### src/rtl/axi_dmem_pkg.sv
// axi_dmem_pkg: shared constants and types for the DMEM line transfer engine.
// Holds the AXI encodings used on the HP port, the bus geometry, the line type
// and the engine state encoding.
package axi_dmem_pkg;

  localparam logic [2:0] AXI_BURST_INCR = 3'b001;
  localparam logic [2:0] AXI_BURST_WRAP = 3'b010;
  localparam logic [2:0] AXI_SIZE_8B    = 3'b011;
  localparam logic [1:0] AXI_RESP_OKAY  = 2'b00;

  localparam int AXI_ADDR_W = 49;
  localparam int AXI_DATA_W = 64;
  localparam int AXI_ID_W   = 6;

  localparam int LINE_BYTES = 64;
  typedef logic [511:0] line_t;

  typedef enum logic [2:0] {
    ST_IDLE    = 3'd0,
    ST_RD_ADDR = 3'd1,
    ST_RD_DATA = 3'd2,
    ST_WR_XFER = 3'd3,
    ST_WR_RESP = 3'd4,
    ST_DONE    = 3'd5
  } axi_dmem_state_e;

endpackage

### src/rtl/axi_dmem_line_master_if.sv
// MPSOC_S_AXI4_HP_bus: AXI4 bundle for the MPSOC HP slave port.
// 49-bit address, 64-bit data, 6-bit IDs, 3-bit (zero-extended) burst fields.
// Modports:
//   master - drives AR/AW/W channels and RREADY/BREADY
//   slave  - drives ARREADY/AWREADY/WREADY and the R/B channels
interface MPSOC_S_AXI4_HP_bus;
  import axi_dmem_pkg::*;

  logic [AXI_ID_W-1:0]   arid;
  logic [AXI_ADDR_W-1:0] araddr;
  logic [7:0]            arlen;
  logic [2:0]            arsize;
  logic [2:0]            arburst;
  logic                  arlock;
  logic [3:0]            arcache;
  logic [2:0]            arprot;
  logic [3:0]            arqos;
  logic                  aruser;
  logic                  arvalid;
  logic                  arready;

  logic [AXI_ID_W-1:0]   rid;
  logic [AXI_DATA_W-1:0] rdata;
  logic [1:0]            rresp;
  logic                  rlast;
  logic                  rvalid;
  logic                  rready;

  logic [AXI_ID_W-1:0]   awid;
  logic [AXI_ADDR_W-1:0] awaddr;
  logic [7:0]            awlen;
  logic [2:0]            awsize;
  logic [2:0]            awburst;
  logic                  awlock;
  logic [3:0]            awcache;
  logic [2:0]            awprot;
  logic [3:0]            awqos;
  logic                  awuser;
  logic                  awvalid;
  logic                  awready;

  logic [AXI_DATA_W-1:0] wdata;
  logic [7:0]            wstrb;
  logic                  wlast;
  logic                  wvalid;
  logic                  wready;

  logic [AXI_ID_W-1:0]   bid;
  logic [1:0]            bresp;
  logic                  bvalid;
  logic                  bready;

  modport master (
    output arid, araddr, arlen, arsize, arburst, arlock, arcache, arprot, arqos, aruser, arvalid,
    input  arready,
    input  rid, rdata, rresp, rlast, rvalid,
    output rready,
    output awid, awaddr, awlen, awsize, awburst, awlock, awcache, awprot, awqos, awuser, awvalid,
    input  awready,
    output wdata, wstrb, wlast, wvalid,
    input  wready,
    input  bid, bresp, bvalid,
    output bready
  );

  modport slave (
    input  arid, araddr, arlen, arsize, arburst, arlock, arcache, arprot, arqos, aruser, arvalid,
    output arready,
    output rid, rdata, rresp, rlast, rvalid,
    input  rready,
    input  awid, awaddr, awlen, awsize, awburst, awlock, awcache, awprot, awqos, awuser, awvalid,
    output awready,
    input  wdata, wstrb, wlast, wvalid,
    output wready,
    output bid, bresp, bvalid,
    input  bready
  );

endinterface

### src/rtl/axi_dmem_line_master.sv
// axi_dmem_line_master: moves one cache line per request between the DMEM
// cache controller and the MPSOC HP port as a single BEATS-beat 64-bit burst.
//
// Ports:
//   ACLK, ARESETn      clock, asynchronous active-low reset
//   req_valid/ready    line request handshake (ready only in IDLE)
//   req_write          1 = writeback, 0 = refill
//   req_addr           byte address of the line
//   req_wdata          writeback line, beat i = [64*i +: 64]
//   resp_valid         one-cycle completion pulse
//   resp_rdata         refill line, held until the next refill completes
//   resp_err           error status, valid with resp_valid
//   axi                MPSOC_S_AXI4_HP_bus.master
//
// Build option AXI_DMEM_CRITICAL_WORD_EN: refills issue a WRAP burst starting
// at the requested word, and beat i lands in slot (req_addr[5:3] + i) mod BEATS.
// Without it refills are line-aligned INCR bursts with slot = beat index.
//
// state    | meaning
// ---------+------------------------------------------------------
// IDLE     | ready for a request
// RD_ADDR  | AR presented, waiting for ARREADY
// RD_DATA  | collecting R beats, counter picks the slot
// WR_XFER  | AW and W streams in flight, either may finish first
// WR_RESP  | waiting for the B response
// DONE     | one-cycle resp_valid pulse
module axi_dmem_line_master
  import axi_dmem_pkg::*;
#(
  parameter int          BEATS      = 8,
  parameter logic [5:0]  AXI_ID     = 6'd0,
  parameter logic [3:0]  CACHE_ATTR = 4'b0011
) (
  input  logic                  ACLK,
  input  logic                  ARESETn,
  input  logic                  req_valid,
  output logic                  req_ready,
  input  logic                  req_write,
  input  logic [48:0]           req_addr,
  input  logic [64*BEATS-1:0]   req_wdata,
  output logic                  resp_valid,
  output logic [64*BEATS-1:0]   resp_rdata,
  output logic                  resp_err,
  MPSOC_S_AXI4_HP_bus.master    axi
);

  localparam logic [2:0] S_IDLE    = ST_IDLE;
  localparam logic [2:0] S_RD_ADDR = ST_RD_ADDR;
  localparam logic [2:0] S_RD_DATA = ST_RD_DATA;
  localparam logic [2:0] S_WR_XFER = ST_WR_XFER;
  localparam logic [2:0] S_WR_RESP = ST_WR_RESP;
  localparam logic [2:0] S_DONE    = ST_DONE;

  localparam int          CW        = (BEATS > 1) ? $clog2(BEATS) : 1;
  localparam logic [CW-1:0] LAST    = CW'(BEATS - 1);
  localparam logic [48:0] LINE_MASK = ~(49'(8 * BEATS) - 49'd1);
  localparam logic [48:0] WORD_MASK = ~49'h7;

  logic [2:0]          state_q;
  logic [CW-1:0]       cnt_q;
  logic [48:0]         addr_q;
  logic [64*BEATS-1:0] line_q;
  logic [64*BEATS-1:0] line_next;
  logic [64*BEATS-1:0] rdata_q;
  logic                err_q;
  logic                aw_done_q;
  logic                w_done_q;
  logic [CW-1:0]       slot;
  logic                cnt_last;
  logic                aw_hs;
  logic                w_hs;

  assign cnt_last = (cnt_q == LAST);

`ifdef AXI_DMEM_CRITICAL_WORD_EN
  // addr_q keeps the requested word offset so the wrap start is known
  assign slot          = (addr_q[3 +: CW] + cnt_q) & LAST;
  assign axi.araddr    = addr_q;
  assign axi.arburst   = AXI_BURST_WRAP;
`else
  assign slot          = cnt_q;
  assign axi.araddr    = addr_q;
  assign axi.arburst   = AXI_BURST_INCR;
`endif

  // Refill beats are assembled in line_q (unused on reads) so resp_rdata
  // only changes when a refill completes.
  always_comb begin
    line_next = line_q;
    line_next[64*slot +: 64] = axi.rdata;
  end

  assign req_ready  = ARESETn && (state_q == S_IDLE);
  assign resp_valid = (state_q == S_DONE);
  assign resp_err   = err_q;
  assign resp_rdata = rdata_q;

  assign axi.arid    = AXI_ID;
  assign axi.arlen   = 8'(BEATS - 1);
  assign axi.arsize  = AXI_SIZE_8B;
  assign axi.arlock  = 1'b0;
  assign axi.arcache = CACHE_ATTR;
  assign axi.arprot  = 3'b000;
  assign axi.arqos   = 4'b0000;
  assign axi.aruser  = 1'b0;
  assign axi.arvalid = (state_q == S_RD_ADDR);
  assign axi.rready  = (state_q == S_RD_DATA);

  assign axi.awid    = AXI_ID;
  assign axi.awaddr  = addr_q & LINE_MASK;
  assign axi.awlen   = 8'(BEATS - 1);
  assign axi.awsize  = AXI_SIZE_8B;
  assign axi.awburst = AXI_BURST_INCR;
  assign axi.awlock  = 1'b0;
  assign axi.awcache = CACHE_ATTR;
  assign axi.awprot  = 3'b000;
  assign axi.awqos   = 4'b0000;
  assign axi.awuser  = 1'b0;
  assign axi.awvalid = (state_q == S_WR_XFER) && !aw_done_q;

  assign axi.wdata   = line_q[64*cnt_q +: 64];
  assign axi.wstrb   = 8'hFF;
  assign axi.wlast   = cnt_last;
  assign axi.wvalid  = (state_q == S_WR_XFER) && !w_done_q;
  assign axi.bready  = (state_q == S_WR_RESP);

  assign aw_hs = axi.awvalid && axi.awready;
  assign w_hs  = axi.wvalid && axi.wready;

  always_ff @(posedge ACLK or negedge ARESETn) begin
    if (!ARESETn) begin
      state_q   <= S_IDLE;
      cnt_q     <= '0;
      addr_q    <= '0;
      line_q    <= '0;
      rdata_q   <= '0;
      err_q     <= 1'b0;
      aw_done_q <= 1'b0;
      w_done_q  <= 1'b0;
    end else begin
      case (state_q)
        S_IDLE: begin
          if (req_valid) begin
`ifdef AXI_DMEM_CRITICAL_WORD_EN
            addr_q  <= req_write ? (req_addr & LINE_MASK) : (req_addr & WORD_MASK);
`else
            addr_q  <= req_addr & LINE_MASK;
`endif
            line_q    <= req_wdata;
            err_q     <= 1'b0;
            cnt_q     <= '0;
            aw_done_q <= 1'b0;
            w_done_q  <= 1'b0;
            state_q   <= req_write ? S_WR_XFER : S_RD_ADDR;
          end
        end
        S_RD_ADDR: begin
          if (axi.arready) state_q <= S_RD_DATA;
        end
        S_RD_DATA: begin
          if (axi.rvalid) begin
            line_q <= line_next;
            if (axi.rresp != AXI_RESP_OKAY || axi.rid != AXI_ID || axi.rlast != cnt_last)
              err_q <= 1'b1;
            // the beat count, not RLAST, ends the burst
            if (cnt_last) begin
              rdata_q <= line_next;
              cnt_q   <= '0;
              state_q <= S_DONE;
            end else begin
              cnt_q <= cnt_q + 1'b1;
            end
          end
        end
        S_WR_XFER: begin
          if (aw_hs) aw_done_q <= 1'b1;
          if (w_hs) begin
            if (cnt_last) w_done_q <= 1'b1;
            else          cnt_q    <= cnt_q + 1'b1;
          end
          if ((aw_done_q || aw_hs) && (w_done_q || (w_hs && cnt_last)))
            state_q <= S_WR_RESP;
        end
        S_WR_RESP: begin
          if (axi.bvalid) begin
            if (axi.bresp != AXI_RESP_OKAY || axi.bid != AXI_ID) err_q <= 1'b1;
            state_q <= S_DONE;
          end
        end
        S_DONE:  state_q <= S_IDLE;
        default: state_q <= S_IDLE;
      endcase
    end
  end

endmodule

### src/flat_wrapper.sv
// flat-port wrapper written by rule: the top's interface ports become plain ports
module axi_dmem_line_master_flat import axi_dmem_pkg::*;
#(
  parameter int          BEATS      = 8,
  parameter logic [5:0]  AXI_ID     = 6'd0,
  parameter logic [3:0]  CACHE_ATTR = 4'b0011
)
  (ACLK, ARESETn, req_valid, req_ready, req_write, req_addr, req_wdata, resp_valid, resp_rdata, resp_err, axi_arid, axi_araddr, axi_arlen, axi_arsize, axi_arburst, axi_arlock, axi_arcache, axi_arprot, axi_arqos, axi_aruser, axi_arvalid, axi_arready, axi_rid, axi_rdata, axi_rresp, axi_rlast, axi_rvalid, axi_rready, axi_awid, axi_awaddr, axi_awlen, axi_awsize, axi_awburst, axi_awlock, axi_awcache, axi_awprot, axi_awqos, axi_awuser, axi_awvalid, axi_awready, axi_wdata, axi_wstrb, axi_wlast, axi_wvalid, axi_wready, axi_bid, axi_bresp, axi_bvalid, axi_bready);
  MPSOC_S_AXI4_HP_bus axi_i ();
  input  logic ACLK;
  input  logic ARESETn;
  input  logic req_valid;
  output logic req_ready;
  input  logic req_write;
  input  logic [48:0] req_addr;
  input  logic [64*BEATS-1:0] req_wdata;
  output logic resp_valid;
  output logic [64*BEATS-1:0] resp_rdata;
  output logic resp_err;
  output wire logic [$bits(axi_i.arid)-1:0] axi_arid;
  output wire logic [$bits(axi_i.araddr)-1:0] axi_araddr;
  output wire logic [$bits(axi_i.arlen)-1:0] axi_arlen;
  output wire logic [$bits(axi_i.arsize)-1:0] axi_arsize;
  output wire logic [$bits(axi_i.arburst)-1:0] axi_arburst;
  output wire logic [$bits(axi_i.arlock)-1:0] axi_arlock;
  output wire logic [$bits(axi_i.arcache)-1:0] axi_arcache;
  output wire logic [$bits(axi_i.arprot)-1:0] axi_arprot;
  output wire logic [$bits(axi_i.arqos)-1:0] axi_arqos;
  output wire logic [$bits(axi_i.aruser)-1:0] axi_aruser;
  output wire logic [$bits(axi_i.arvalid)-1:0] axi_arvalid;
  input wire logic [$bits(axi_i.arready)-1:0] axi_arready;
  input wire logic [$bits(axi_i.rid)-1:0] axi_rid;
  input wire logic [$bits(axi_i.rdata)-1:0] axi_rdata;
  input wire logic [$bits(axi_i.rresp)-1:0] axi_rresp;
  input wire logic [$bits(axi_i.rlast)-1:0] axi_rlast;
  input wire logic [$bits(axi_i.rvalid)-1:0] axi_rvalid;
  output wire logic [$bits(axi_i.rready)-1:0] axi_rready;
  output wire logic [$bits(axi_i.awid)-1:0] axi_awid;
  output wire logic [$bits(axi_i.awaddr)-1:0] axi_awaddr;
  output wire logic [$bits(axi_i.awlen)-1:0] axi_awlen;
  output wire logic [$bits(axi_i.awsize)-1:0] axi_awsize;
  output wire logic [$bits(axi_i.awburst)-1:0] axi_awburst;
  output wire logic [$bits(axi_i.awlock)-1:0] axi_awlock;
  output wire logic [$bits(axi_i.awcache)-1:0] axi_awcache;
  output wire logic [$bits(axi_i.awprot)-1:0] axi_awprot;
  output wire logic [$bits(axi_i.awqos)-1:0] axi_awqos;
  output wire logic [$bits(axi_i.awuser)-1:0] axi_awuser;
  output wire logic [$bits(axi_i.awvalid)-1:0] axi_awvalid;
  input wire logic [$bits(axi_i.awready)-1:0] axi_awready;
  output wire logic [$bits(axi_i.wdata)-1:0] axi_wdata;
  output wire logic [$bits(axi_i.wstrb)-1:0] axi_wstrb;
  output wire logic [$bits(axi_i.wlast)-1:0] axi_wlast;
  output wire logic [$bits(axi_i.wvalid)-1:0] axi_wvalid;
  input wire logic [$bits(axi_i.wready)-1:0] axi_wready;
  input wire logic [$bits(axi_i.bid)-1:0] axi_bid;
  input wire logic [$bits(axi_i.bresp)-1:0] axi_bresp;
  input wire logic [$bits(axi_i.bvalid)-1:0] axi_bvalid;
  output wire logic [$bits(axi_i.bready)-1:0] axi_bready;
  assign axi_arid = axi_i.arid;
  assign axi_araddr = axi_i.araddr;
  assign axi_arlen = axi_i.arlen;
  assign axi_arsize = axi_i.arsize;
  assign axi_arburst = axi_i.arburst;
  assign axi_arlock = axi_i.arlock;
  assign axi_arcache = axi_i.arcache;
  assign axi_arprot = axi_i.arprot;
  assign axi_arqos = axi_i.arqos;
  assign axi_aruser = axi_i.aruser;
  assign axi_arvalid = axi_i.arvalid;
  assign axi_i.arready = axi_arready;
  assign axi_i.rid = axi_rid;
  assign axi_i.rdata = axi_rdata;
  assign axi_i.rresp = axi_rresp;
  assign axi_i.rlast = axi_rlast;
  assign axi_i.rvalid = axi_rvalid;
  assign axi_rready = axi_i.rready;
  assign axi_awid = axi_i.awid;
  assign axi_awaddr = axi_i.awaddr;
  assign axi_awlen = axi_i.awlen;
  assign axi_awsize = axi_i.awsize;
  assign axi_awburst = axi_i.awburst;
  assign axi_awlock = axi_i.awlock;
  assign axi_awcache = axi_i.awcache;
  assign axi_awprot = axi_i.awprot;
  assign axi_awqos = axi_i.awqos;
  assign axi_awuser = axi_i.awuser;
  assign axi_awvalid = axi_i.awvalid;
  assign axi_i.awready = axi_awready;
  assign axi_wdata = axi_i.wdata;
  assign axi_wstrb = axi_i.wstrb;
  assign axi_wlast = axi_i.wlast;
  assign axi_wvalid = axi_i.wvalid;
  assign axi_i.wready = axi_wready;
  assign axi_i.bid = axi_bid;
  assign axi_i.bresp = axi_bresp;
  assign axi_i.bvalid = axi_bvalid;
  assign axi_bready = axi_i.bready;
  axi_dmem_line_master #(.BEATS(BEATS), .AXI_ID(AXI_ID), .CACHE_ATTR(CACHE_ATTR)) u_core (.ACLK(ACLK), .ARESETn(ARESETn), .req_valid(req_valid), .req_ready(req_ready), .req_write(req_write), .req_addr(req_addr), .req_wdata(req_wdata), .resp_valid(resp_valid), .resp_rdata(resp_rdata), .resp_err(resp_err), .axi(axi_i));
endmodule
### config.mk
export PLATFORM = sky130hd
export DESIGN_NAME = axi_dmem_line_master_flat
export DESIGN_NICKNAME = d
export VERILOG_FILES = /design/src/rtl/axi_dmem_pkg.sv /design/src/rtl/axi_dmem_line_master_if.sv /design/src/rtl/axi_dmem_line_master.sv /design/src/flat_wrapper.sv
export SDC_FILE = /design/constraint.sdc
export NUM_CORES = 2
export LEC_CHECK = 0
export CAP_MARGIN = 20
export CORE_AREA = 2 2 544 546
export CTS_BUF_LIST = sky130_fd_sc_hd__clkbuf_4
export CTS_CLUSTER_DIAMETER = 40
export DETAILED_ROUTE_END_ITERATION = 10
export DIE_AREA = 0 0 546 548
export PLACE_DENSITY = 0.37
export SLEW_MARGIN = 40
export SYNTH_ARGS = -nofsm -noshare
export SYNTH_HDL_FRONTEND = slang
export SYNTH_SLANG_ARGS = --single-unit
### constraint.sdc
create_clock -name ACLK -period 3.7 [get_ports ACLK]
set_clock_uncertainty 0.1 [all_clocks]
set_input_delay 0.555 -clock ACLK [delete_from_list [all_inputs] [get_ports ACLK]]
set_output_delay 0.555 -clock ACLK [all_outputs]
set_load 0.1 [all_outputs]
==> results.ini <==
[status]
outcome=finished, violations left
violations=setup timing

[power]
p_clk_share_pct=15.2
seqPwrFrac_pct=23.5
leakage_nw=35.10
p_sw_w=0.04580
power_density_nw_per_um2=1016
switching_share_pct=54.07
ir_worst_vdd_uv=958.2
p_comb_share_pct=61.2
p_int_w=0.03891

[setup_path]
cp.required_ps=3040
slowest_stage=mux4_2
crit_arrival_ps=3260
cp_max_fo=8
cp-end-kind=primary output
worstSetupStartpointType=flip-flop
cpMostUsedCell=buf_16
crit_buf_inv=4
critical_path.top_delay_family=buffers and inverters
crit_chain=buf_6 -> buf_16 -> buf_16 -> mux4_2 -> nand2_2 -> nand2_4 -> buf_12
path_class=reg -> out
max_stage_delay_ps=530

[grt]
grt_pass1_vias=56823
grt_pass1_wl_mm=492.3
grt_antenna_before_repair=100
grt_max_degree=127
grt_overflow=0
grtUsageTotal_pct=23.36

[synth]
async_reset_ff_share_pct=100.0
ys_ff_latch=1076
synth-edff-count=0
yosysWarnings=0
synth_area_um2=54670
avgSynthCellArea_um2=9.723
synth_cell_types=51
ys.flop_type=dfrtp_1
syn_inst=5623
yosysSeqAreaShare_pct=49.25

[routing]
route.vias.total=57114
postRouteAntennaNets=0
routedWlPerCell_um=30.87
via_per_inst=4.831
drc=0
drt-initial-drc-count=4849
wl_mm=364.9
drt_first_pass_iters=6

[floorplanning]
die_w_um=546
initial_core_util_pct=18.66
ios=1408
fp.dieH_um=548
coreArea_um2=293100
row_count=199
die_area_um2=299200

[clock_tree]
cts-root-buf=clkbuf_4
clock_path_buffers=4
cts_made_buffers=360
htree_levels=5
tritoncts=yes
clk_latency_ps=1290
clk_pin_slew_ps=50
clock_sinks=1076

[cells_and_area]
final.fill_count=31458
final_cells=11822
final_cell_mix=1072 x dfrtp_1, 786 x nand2_1, 690 x nor2_1
syn_to_final_growth_pct=52.51
final_common_cell=dfrtp_1
fin_util_pct=28.45
drive_gt1_share_pct=23.34
regArea_um2=26940
multiInputGateArea_um2=25360
nets=8264

[sta]
setup_violations=60
max_freq_mhz=255.5
rsz0062_at_grt=yes
tightest_slew_ps=923.1
setup_slack_ps=-213.8
hold_violations=0
drv_slew=0
fin_crit_sh_pct=105.8
relSlewSlack_pct=38.46
tns_ps=-6765
period_needed_ps=3914
holdWs_ps=243.5

[run]
drv_cap=0

[placed_design]
routabilityCongestion=0.8678
dp.cells=10454
dp_hpwl_mm=258.0
port_buffers=1315

[hold_path]
holdCritPathClass=in -> reg

stage by stage:
stage          area (µm²)  setup slack, ps  power [W]
2_1_floorplan       55000            340.7    0.05040
3_3_place_gp        72600            563.4    0.06853
3_5_place_dp        70560            520.2    0.06785
4_1_cts             82910           -435.2    0.08462
5_1_grt             83320           -414.8    0.08812
6_report            83380           -213.8    0.08471
layout make-up:
class                      instances  share of cell area, %
clock buffer                     506                  4.556
inverter                           8                0.06152
timing repair inverter             1                0.01050
clock inverter                   102                 0.6888
timing repair buffer            2233                  25.93
tap                             3919                  5.881
sequential                      1076                  32.31
antenna                           48                 0.1441
multi-input combinational       3929                  30.41
sequential cells by signal (all words and copies together), names as in the netlist:
name,cells
u_core.resp_err,1
u_core.resp_rdata,512
u_core.state_q,3
u_core.line_q,512
u_core.w_done_q,1
u_core.aw_done_q,1
u_core.axi.araddr,43
u_core.cnt_q,3
cell usage after synthesis (all sizes together) (2+ instances only):
cell / n / area [µm²]
dfrtp: 1076 / 26930
nand2: 879 / 3299
nor2: 695 / 2609
a31oi: 429 / 2684
clkbuf: 389 / 1460
o21ai: 389 / 1947
buf: 305 / 1861
o22a: 301 / 2636
a21oi: 204 / 1032
mux2i: 197 / 1972
mux4: 128 / 2883
a2bb2oi: 127 / 1488
o22ai: 127 / 794.5
nand3b: 92 / 690.7
a221o: 84 / 840.8
and2: 65 / 406.6
mux2: 45 / 506.7
and3: 31 / 193.9
inv: 8 / 30.03
nor4b: 6 / 52.55
ha: 4 / 50.05
nand2b: 4 / 25.02
nand3: 3 / 15.01
nand4bb: 3 / 33.78
nor3: 3 / 15.01
nor4: 3 / 18.77
o21a: 3 / 22.52
a32o: 2 / 20.02
conb: 2 / 7.510
nand4: 2 / 12.51
nand4b: 2 / 17.52
nor2b: 2 / 12.51
nor3b: 2 / 15.01
or4b: 2 / 23.77
power by group through the flow:
stage,registers (W),clock network [W],logic (W)
2_1_floorplan,0.0250,0,0.0254
3_3_place_gp,0.0198,0,0.0487
3_5_place_dp,0.0199,0,0.0479
4_1_cts,0.0197,0.0134,0.0515
5_1_grt,0.0202,0.0140,0.0539
6_report,0.0199,0.0129,0.0519
tightest hold or removal path, cell delays in order:
cell and delay (ps):
clkdlybuf4s50_1 760, nand2_1 170, a31oi_1 70
what timing repair did:
action	CTS	global route
gates cloned	21	6
hold buffers	664	0
setup endpoints to repair	68	81
resized for setup	174	40
endpoints found under the hold margin	1646	0
setup buffers	13	8
pin swaps	12	6
path summary, 6_finish.rpt:
path	from	to	slack [ps]	cells after the start
min	axi_rdata[31]	u_core.resp_rdata[31]	240	3
max reg2reg	u_core.cnt_q[0]	u_core.line_q[170]	70	9
min reg2reg	u_core.resp_rdata[222]	u_core.resp_rdata[222]	380	2
max	u_core.cnt_q[0]	axi_wdata[35]	-210	7
max in group asynchronous	ARESETn	u_core.axi.araddr[33]	1690	6
min in group asynchronous	ARESETn	u_core.resp_rdata[162]	430	4
cell families after synthesis:
kind of cell / synth area share, %
muxes: 9.806
AOI/OAI and AO/OA: 21.01
and+or+nand+nor: 13.68
other: 0.01374
DFF: 49.25
adders and majority gates: 0.09154
buffers and inverters: 6.129
xor gates and xnor gates: 0.01602
metal layers:
| metal | part of all wire, % | global-route usage [%] | vias to the layer above |
|---|---|---|---|
| li1 | - | - | 24339 |
| met1 | 45 | 32.12 | 29454 |
| met2 | 44 | 35.88 | 2739 |
| met3 | 8.2 | 6.204 | 558 |
| met4 | 2.8 | 6.378 | 24 |
| met5 | 0.046 | 0 | - |
Power figures use the tool's default switching activity.
